## src/rtl/filler_pkg.sv

```systemverilog
// rtl/filler_pkg.sv - shared conveyor state encoding and default timing constants
package filler_pkg;

    typedef enum logic [2:0] {
        IDLE      = 3'd0,
        ADVANCE   = 3'd1,
        SETTLE    = 3'd2,
        REQUEST   = 3'd3,
        WAIT_FILL = 3'd4,
        EJECT     = 3'd5,
        FAULT     = 3'd6
    } conveyor_state_t;

    localparam int DEF_DEBOUNCE_CYCLES = 2;
    localparam int DEF_SETTLE_CYCLES   = 1;
    localparam int DEF_FILL_TIMEOUT    = 8;
    localparam int DEF_EJECT_CYCLES    = 2;
    localparam int DEF_BATCH_SIZE      = 6;
    localparam int DEF_COUNT_W         = 8;

    // Largest of three cycle limits, used to size the shared state-dwell counter
    function automatic int max3(input int a, input int b, input int c);
        int m;
        m = (a > b) ? a : b;
        return (m > c) ? m : c;
    endfunction

endpackage

```

## src/rtl/sensor_debouncer.sv

```systemverilog
// rtl/sensor_debouncer.sv - two-flop synchronizer plus run-length debounce of the bottle photo-sensor
module sensor_debouncer
    import filler_pkg::*;
#(
    parameter int DEBOUNCE_CYCLES = DEF_DEBOUNCE_CYCLES
) (
    input  logic clk_i,
    input  logic rst_ni,
    input  logic sensor_i,
    output logic present_o
);

    localparam int RUN_W = (DEBOUNCE_CYCLES < 2) ? 1 : $clog2(DEBOUNCE_CYCLES);
    localparam logic [RUN_W-1:0] RUN_LAST = RUN_W'(DEBOUNCE_CYCLES - 1);

    logic [1:0]       sync_q;
    logic             present_q, present_d;
    logic [RUN_W-1:0] run_q, run_d;

    // A sample disagreeing with the debounced level extends the run; an agreeing one restarts it
    always_comb begin
        present_d = present_q;
        run_d     = '0;
        if (sync_q[1] != present_q) begin
            if (run_q == RUN_LAST) begin
                present_d = sync_q[1];
            end else begin
                run_d = run_q + 1'b1;
            end
        end
    end

    // Synchronizer chain and debounce state
    always_ff @(posedge clk_i or negedge rst_ni) begin
        if (!rst_ni) begin
            sync_q    <= 2'b00;
            present_q <= 1'b0;
            run_q     <= '0;
        end else begin
            sync_q    <= {sync_q[0], sensor_i};
            present_q <= present_d;
            run_q     <= run_d;
        end
    end

    assign present_o = present_q;

endmodule

```

## src/rtl/fsm_bottle_conveyor.sv

```systemverilog
// rtl/fsm_bottle_conveyor.sv - Moore conveyor sequencer feeding the filler; BATCH_STOP_EN adds batch stop
module fsm_bottle_conveyor
    import filler_pkg::*;
#(
    parameter int DEBOUNCE_CYCLES = DEF_DEBOUNCE_CYCLES,
    parameter int SETTLE_CYCLES   = DEF_SETTLE_CYCLES,
    parameter int FILL_TIMEOUT    = DEF_FILL_TIMEOUT,
    parameter int EJECT_CYCLES    = DEF_EJECT_CYCLES,
`ifdef BATCH_STOP_EN
    parameter int BATCH_SIZE      = DEF_BATCH_SIZE,
`endif
    parameter int COUNT_W         = DEF_COUNT_W
) (
    input  logic               clk,
    input  logic               rst,
    input  logic               enable,
    input  logic               bottle_sensor,
    input  logic               lleno_flag,
    input  logic               clear_fault,
    output logic               conveyor_on,
    output logic               startfill,
    output logic [COUNT_W-1:0] bottle_count,
    output logic               batch_done,
    output logic               fault,
    output logic [2:0]         state_indicator
);

    // One dwell counter serves SETTLE, WAIT_FILL and EJECT; it restarts on every state change
    localparam int CNT_W = $clog2(max3(SETTLE_CYCLES, FILL_TIMEOUT, EJECT_CYCLES));
    localparam logic [CNT_W-1:0] SETTLE_LAST  = CNT_W'(SETTLE_CYCLES - 1);
    localparam logic [CNT_W-1:0] TIMEOUT_LAST = CNT_W'(FILL_TIMEOUT - 1);
    localparam logic [CNT_W-1:0] EJECT_LAST   = CNT_W'(EJECT_CYCLES - 1);

    conveyor_state_t    state_q, state_d;
    logic [CNT_W-1:0]   cnt_q, cnt_d;
    logic [COUNT_W-1:0] count_q, count_d;
    logic               bottle_present;
    logic               eject_exit;
    logic               batch_hold;

    sensor_debouncer #(
        .DEBOUNCE_CYCLES(DEBOUNCE_CYCLES)
    ) u_debouncer (
        .clk_i     (clk),
        .rst_ni    (rst),
        .sensor_i  (bottle_sensor),
        .present_o (bottle_present)
    );

`ifdef BATCH_STOP_EN
    localparam int BATCH_W = (BATCH_SIZE < 2) ? 1 : $clog2(BATCH_SIZE);
    localparam logic [BATCH_W-1:0] BATCH_LAST = BATCH_W'(BATCH_SIZE - 1);

    logic [BATCH_W-1:0] batch_cnt_q, batch_cnt_d;
    logic               batch_done_q, batch_done_d;
    logic               batch_full;

    // Count completed bottles; the last of a batch stops the line until the operator drops enable
    always_comb begin
        batch_cnt_d  = batch_cnt_q;
        batch_done_d = batch_done_q;
        batch_full   = 1'b0;
        if (eject_exit) begin
            if (batch_cnt_q == BATCH_LAST) begin
                batch_full   = 1'b1;
                batch_done_d = 1'b1;
                batch_cnt_d  = '0;
            end else begin
                batch_cnt_d = batch_cnt_q + 1'b1;
            end
        end
        if (batch_done_q && !enable) begin
            batch_done_d = 1'b0;
            batch_cnt_d  = '0;
        end
    end

    // Batch counter and completion flag
    always_ff @(posedge clk or negedge rst) begin
        if (!rst) begin
            batch_cnt_q  <= '0;
            batch_done_q <= 1'b0;
        end else begin
            batch_cnt_q  <= batch_cnt_d;
            batch_done_q <= batch_done_d;
        end
    end

    assign batch_hold = batch_done_q;
    assign batch_done = batch_done_q;
`else
    assign batch_hold = 1'b0;
    assign batch_done = 1'b0;
`endif

    // Next-state, dwell counter and bottle counter
    always_comb begin
        state_d    = state_q;
        cnt_d      = cnt_q;
        count_d    = count_q;
        eject_exit = 1'b0;
        case (state_q)
            IDLE: begin
                if (enable && !batch_hold) state_d = ADVANCE;
            end
            ADVANCE: begin
                if (bottle_present) state_d = SETTLE;
                else if (!enable)   state_d = IDLE;
            end
            SETTLE: begin
                if (!bottle_present)           state_d = ADVANCE;
                else if (cnt_q == SETTLE_LAST) state_d = REQUEST;
                else                           cnt_d   = cnt_q + 1'b1;
            end
            REQUEST: begin
                state_d = WAIT_FILL;
            end
            WAIT_FILL: begin
                // A done flag on the final allowed cycle still counts as a good fill
                if (lleno_flag)                 state_d = EJECT;
                else if (cnt_q == TIMEOUT_LAST) state_d = FAULT;
                else                            cnt_d   = cnt_q + 1'b1;
            end
            EJECT: begin
                if (cnt_q == EJECT_LAST) begin
                    if (!bottle_present) begin
                        eject_exit = 1'b1;
                        count_d    = count_q + 1'b1;
                        state_d    = enable ? ADVANCE : IDLE;
                    end
                end else begin
                    cnt_d = cnt_q + 1'b1;
                end
            end
            FAULT: begin
                if (clear_fault) state_d = IDLE;
            end
            default: begin
                state_d = IDLE;
            end
        endcase
`ifdef BATCH_STOP_EN
        if (batch_full) state_d = IDLE;
`endif
        if (state_d != state_q) cnt_d = '0;
    end

    // State, dwell counter and bottle counter registers
    always_ff @(posedge clk or negedge rst) begin
        if (!rst) begin
            state_q <= IDLE;
            cnt_q   <= '0;
            count_q <= '0;
        end else begin
            state_q <= state_d;
            cnt_q   <= cnt_d;
            count_q <= count_d;
        end
    end

    assign conveyor_on     = (state_q == ADVANCE) || (state_q == EJECT);
    assign startfill       = (state_q == REQUEST);
    assign fault           = (state_q == FAULT);
    assign bottle_count    = count_q;
    assign state_indicator = state_q;

endmodule

```

## config.mk

```make
export PLATFORM = sky130hd
export DESIGN_NAME = fsm_bottle_conveyor
export DESIGN_NICKNAME = d
export VERILOG_FILES = /design/src/rtl/filler_pkg.sv /design/src/rtl/sensor_debouncer.sv /design/src/rtl/fsm_bottle_conveyor.sv
export SDC_FILE = /design/constraint.sdc
export NUM_CORES = 1
export LEC_CHECK = 0
export ABC_AREA = 1
export CAP_MARGIN = 10
export CORE_MARGIN = 3
export CORE_UTILIZATION = 45
export CTS_BUF_LIST = sky130_fd_sc_hd__clkbuf_2
export DETAILED_ROUTE_END_ITERATION = 16
export HOLD_SLACK_MARGIN = 0.05
export PLACE_DENSITY = 0.73
export SLEW_MARGIN = 10
export SYNTH_ARGS = -nofsm -noshare
export SYNTH_HDL_FRONTEND = slang
export SYNTH_SLANG_ARGS = --single-unit
```

## constraint.sdc

```tcl
create_clock -name clk -period 1.7 [get_ports clk]
set_input_delay 0.255 -clock clk [delete_from_list [all_inputs] [get_ports clk]]
set_output_delay 0.255 -clock clk [all_outputs]
set_load 0.02 [all_outputs]
```

==> results of run 1 <==
==> per-stage QoR <==
| step | instances | setup WS (ns) |
|---|---|---|
| 2_1_floorplan | 140 | 0.173 |
| 3_3_place_gp | 189 | 0.0938 |
| 3_5_place_dp | 189 | 0.0648 |
| 4_1_cts | 196 | 0.0278 |
| 5_1_grt | 196 | -0.00285 |
| 6_report | 196 | 0.0788 |
==> cell type report <==
class                      count  area, µm²
fill                         200        897
multi-input combinational     96        548
sequential                    18        453
timing repair buffer          28        258
inverter                      22       87.6
tap                           28       35.0
clock buffer                   3       15.0
clock inverter                 1       3.75
==> layout by cell type, fill, tap and decap left out <==
cell type | Yosys | layout
nand2_1 | 37 | 37
inv_1 | 19 | 19
nor2_1 | 18 | 18
dfrtp_1 | 18 | 16
clkdlybuf4s50_1 | 0 | 13
nand3_1 | 9 | 9
buf_4 | 1 | 9
xor2_1 | 7 | 7
ha_1 | 5 | 5
clkbuf_2 | 0 | 4
o21ai_0 | 3 | 3
dlymetal6s2s_1 | 0 | 3
inv_2 | 2 | 2
xnor2_1 | 2 | 2
nand4_1 | 2 | 2
nand3_2 | 2 | 2
dlygate4sd2_1 | 0 | 2
dfrtp_2 | 0 | 2
nor2_2 | 1 | 1
inv_6 | 1 | 1
nand3_4 | 1 | 1
o21bai_1 | 1 | 1
nor3_4 | 1 | 1
nand2_4 | 1 | 1
nor2_4 | 1 | 1
nand2_2 | 1 | 1
nor3_2 | 1 | 1
a21oi_2 | 0 | 1
o21ai_2 | 1 | 1
conb_1 | 1 | 1
clkinv_1 | 0 | 1
==> path summary, 6_finish.rpt <==
| path | startpoint | to | slack, ns | depth (start not counted) |
|---|---|---|---|---|
| worst max register to register | state_indicator[1] | bottle_count[7] | 0.16 | 8 |
| worst min-delay path | rst | bottle_count[7] | 0.25 | 2 |
| min in group clk | u_debouncer.sync_q[0] | u_debouncer.sync_q[1] | 0.38 | 0 |
| max in group asynchronous | rst | state_indicator[0] | 1.25 | 2 |
| worst max-delay path | bottle_count[4] | bottle_count[4] | 0.08 | 1 |
| worst min register to register | u_debouncer.sync_q[0] | u_debouncer.sync_q[1] | 0.38 | 0 |
==> sequential cells by signal, summed over array words and instances, names as in the netlist <==
register and flops:
state_indicator 3, cnt_q 3, u_debouncer.run_q 1, u_debouncer.present_o 1
bottle_count 8, u_debouncer.sync_q 2
==> layer usage <==
| metal | wire length [µm] | track usage (%) | share of wire, % | vias to the layer above |
|---|---|---|---|---|
| met4 | 43 | 6.10 | 2.0 | 0 |
| li1 | - | - | - | 478 |
| met3 | 84 | 1.39 | 3.9 | 7 |
| met2 | 1060 | 24.2 | 49 | 27 |
| met1 | 954 | 17.9 | 45 | 421 |
| met5 | 0 | 0 | 0 | - |
==> power breakdown <==
group / internal, µW / switching (µW)
clock network: 51.1 / 123
logic: 355 / 497
registers: 510 / 108
total: 915 / 728
==> cell families (layout without fill, tap and decap cells) <==
kind of cell	after synthesis	in the layout	share of synthesized area, %
AO/OA/AOI/OAI	6	6	3.20
XOR/XNOR	9	9	6.96
adder cells (fa/ha/maj)	5	5	5.52
buffers and inverters	26	54	12.2
flip-flops	18	18	39.8
other	1	1	0.331
AND/OR/NAND/NOR	75	75	32.0
==> repair_timing <==
action                                  in CTS  in global routing
resized for setup                            5                  6
pin swaps                                    0                  1
endpoints found under the setup margin       4                  6
setup buffers                                3                  0
==> metrics.md, run 1 <==
| Metric | Value |
|---|---|
| Status | finished, final reports clean |
| Global Route Usage Sum | 14.1% |
| CTS Buf Count | 3 |
| First-pass iteration count of the detailed router | 4 |
| Max Clock Skew | 0.00601 ns |
| Total die area | 3150 µm² |
| Clk_lat worst skew | 0.29 ns |
| Core area | 2300 µm² |
| Crit path cell chain | clkdlybuf4s50_1 |
| Synth top area share | 39.8% |
| Drt wl/cell | 10.9 µm |
| Sink Count | 18 |
| CP startpoint kind | flip-flop |
| Dpl hpwl | 1590 µm |
| CTS root buffer | clkbuf_2 |
| Vias/cell | 4.76 |
| Worst Hold Class | in -> async |
| H-Tree Depth | 1 |
| Fin Setup TNS | 0 ns |
| Design Area, Final | 1400 µm² |
| Port-buffer cells | 19 |
| Period Utilization, post-route | 95.4% |
| PD cells | 1170 nW/µm² |
| Total power | 1640 µW |
| Post-DP Area | 1350 µm² |
| Antenna Violating Nets Remaining | 0 |
| Top cells by count, synth | nand2_1 (37), inv_1 (19), dfrtp_1 (18), nor2_1 (18), nand3_1 (9) |
| Post-synth ARST share | 100% |
| Antenna violations before repair | 0 |
| WL final | 2140 µm |
| Sequential element share of the synthesized area | 39.8% |
| Leakage power | 0.000794 µW |
| DRC | 0 |
| Critical path class | reg -> out |
| Gpl congestion | 0.845 |
| Crit-path max cell delay | 0.63 ns |
| Worst Setup End Kind | primary output |
| Crit-path max FO | 4 |
| Diodes inserted | 0 |
| Starting Density | 49.3% |
| Fin. Hold Viols | 0 |
| Synth area leaders | dfrtp_1 (40%), nand2_1 (12%), inv_1 (6.3%) |
| Max Fclk | 617 MHz |
| Yosys reg bits | 18 |
| Most common flop cell mapped by yosys | dfrtp_1 |
| Yosys synthesis warning count | 0 |
| CTS Hold Buffers Added | 0 |
| Post-synth cell types | 27 |
| Syn Nets | 151 |
| Post-Syn Area | 1130 µm² |
| GRT overflow | 0 |
| Worst IR drop on VDD | 0.827 mV |
| Area Growth Syn to Fin | 23.6% |
| Worst-case clock buffer depth | 2 |
| Layout net count | 180 |
| Top cell type by total area after synthesis | dfrtp_1 |
| CTS tree | done |
| Arr. time, crit path | 1.37 ns |
| CP Buf/Inv Count | 1 |
| Largest net degree at the start of global routing | 19 |
| Total number of vias | 933 |
| Worst hold slack | 0.254 ns |
| Slowest CP cell | clkdlybuf4s50_1 |
| Required @ worst endpoint | 1.44 ns |
| Worst path top cell family by delay | buffers and inverters |
| Vias in the first global route | 889 |
| RSZ-0062 raised after global routing | yes |
| Chip Width | 56.2 µm |
| Post-layout min period | 1.62 ns |
| Max-slew violation count | 0 |
| Ratio of cells with drive above 1 in the final layout | 17.3% |
| Average size of a mapped cell | 8.09 µm² |
| Post-synth EDFFs | 0 |
| First-pass GRT wire length | 3630 µm |
| Worst-path clk slew | 0.16 ns |
| Chip height | 56.2 µm |
| Cell with the most instances after synthesis | nand2_1 |
| Final Util | 60.9% |
| Row cnt | 17 |
| Cells after synthesis | 140 |
| Max-capacitance violation count | 0 |
| Initial detailed-routing violation count | 18 |
| Ports | 21 |
| Final Setup Violations | 0 |
No activity file was read; power rests on OpenSTA's default activity.
==> run 2, diff against run 1 <==
--- a/config.mk
+++ b/config.mk
@@ -13,7 +13,7 @@
 export DETAILED_ROUTE_END_ITERATION = 16
 export HOLD_SLACK_MARGIN = 0.05
 export PLACE_DENSITY = 0.73
-export SLEW_MARGIN = 10
+export SLEW_MARGIN = 20
 export SYNTH_ARGS = -nofsm -noshare
 export SYNTH_HDL_FRONTEND = slang
 export SYNTH_SLANG_ARGS = --single-unit
==> results of run 2 <==
No change in the layout: final DEF, timing and power equal those of run 1.
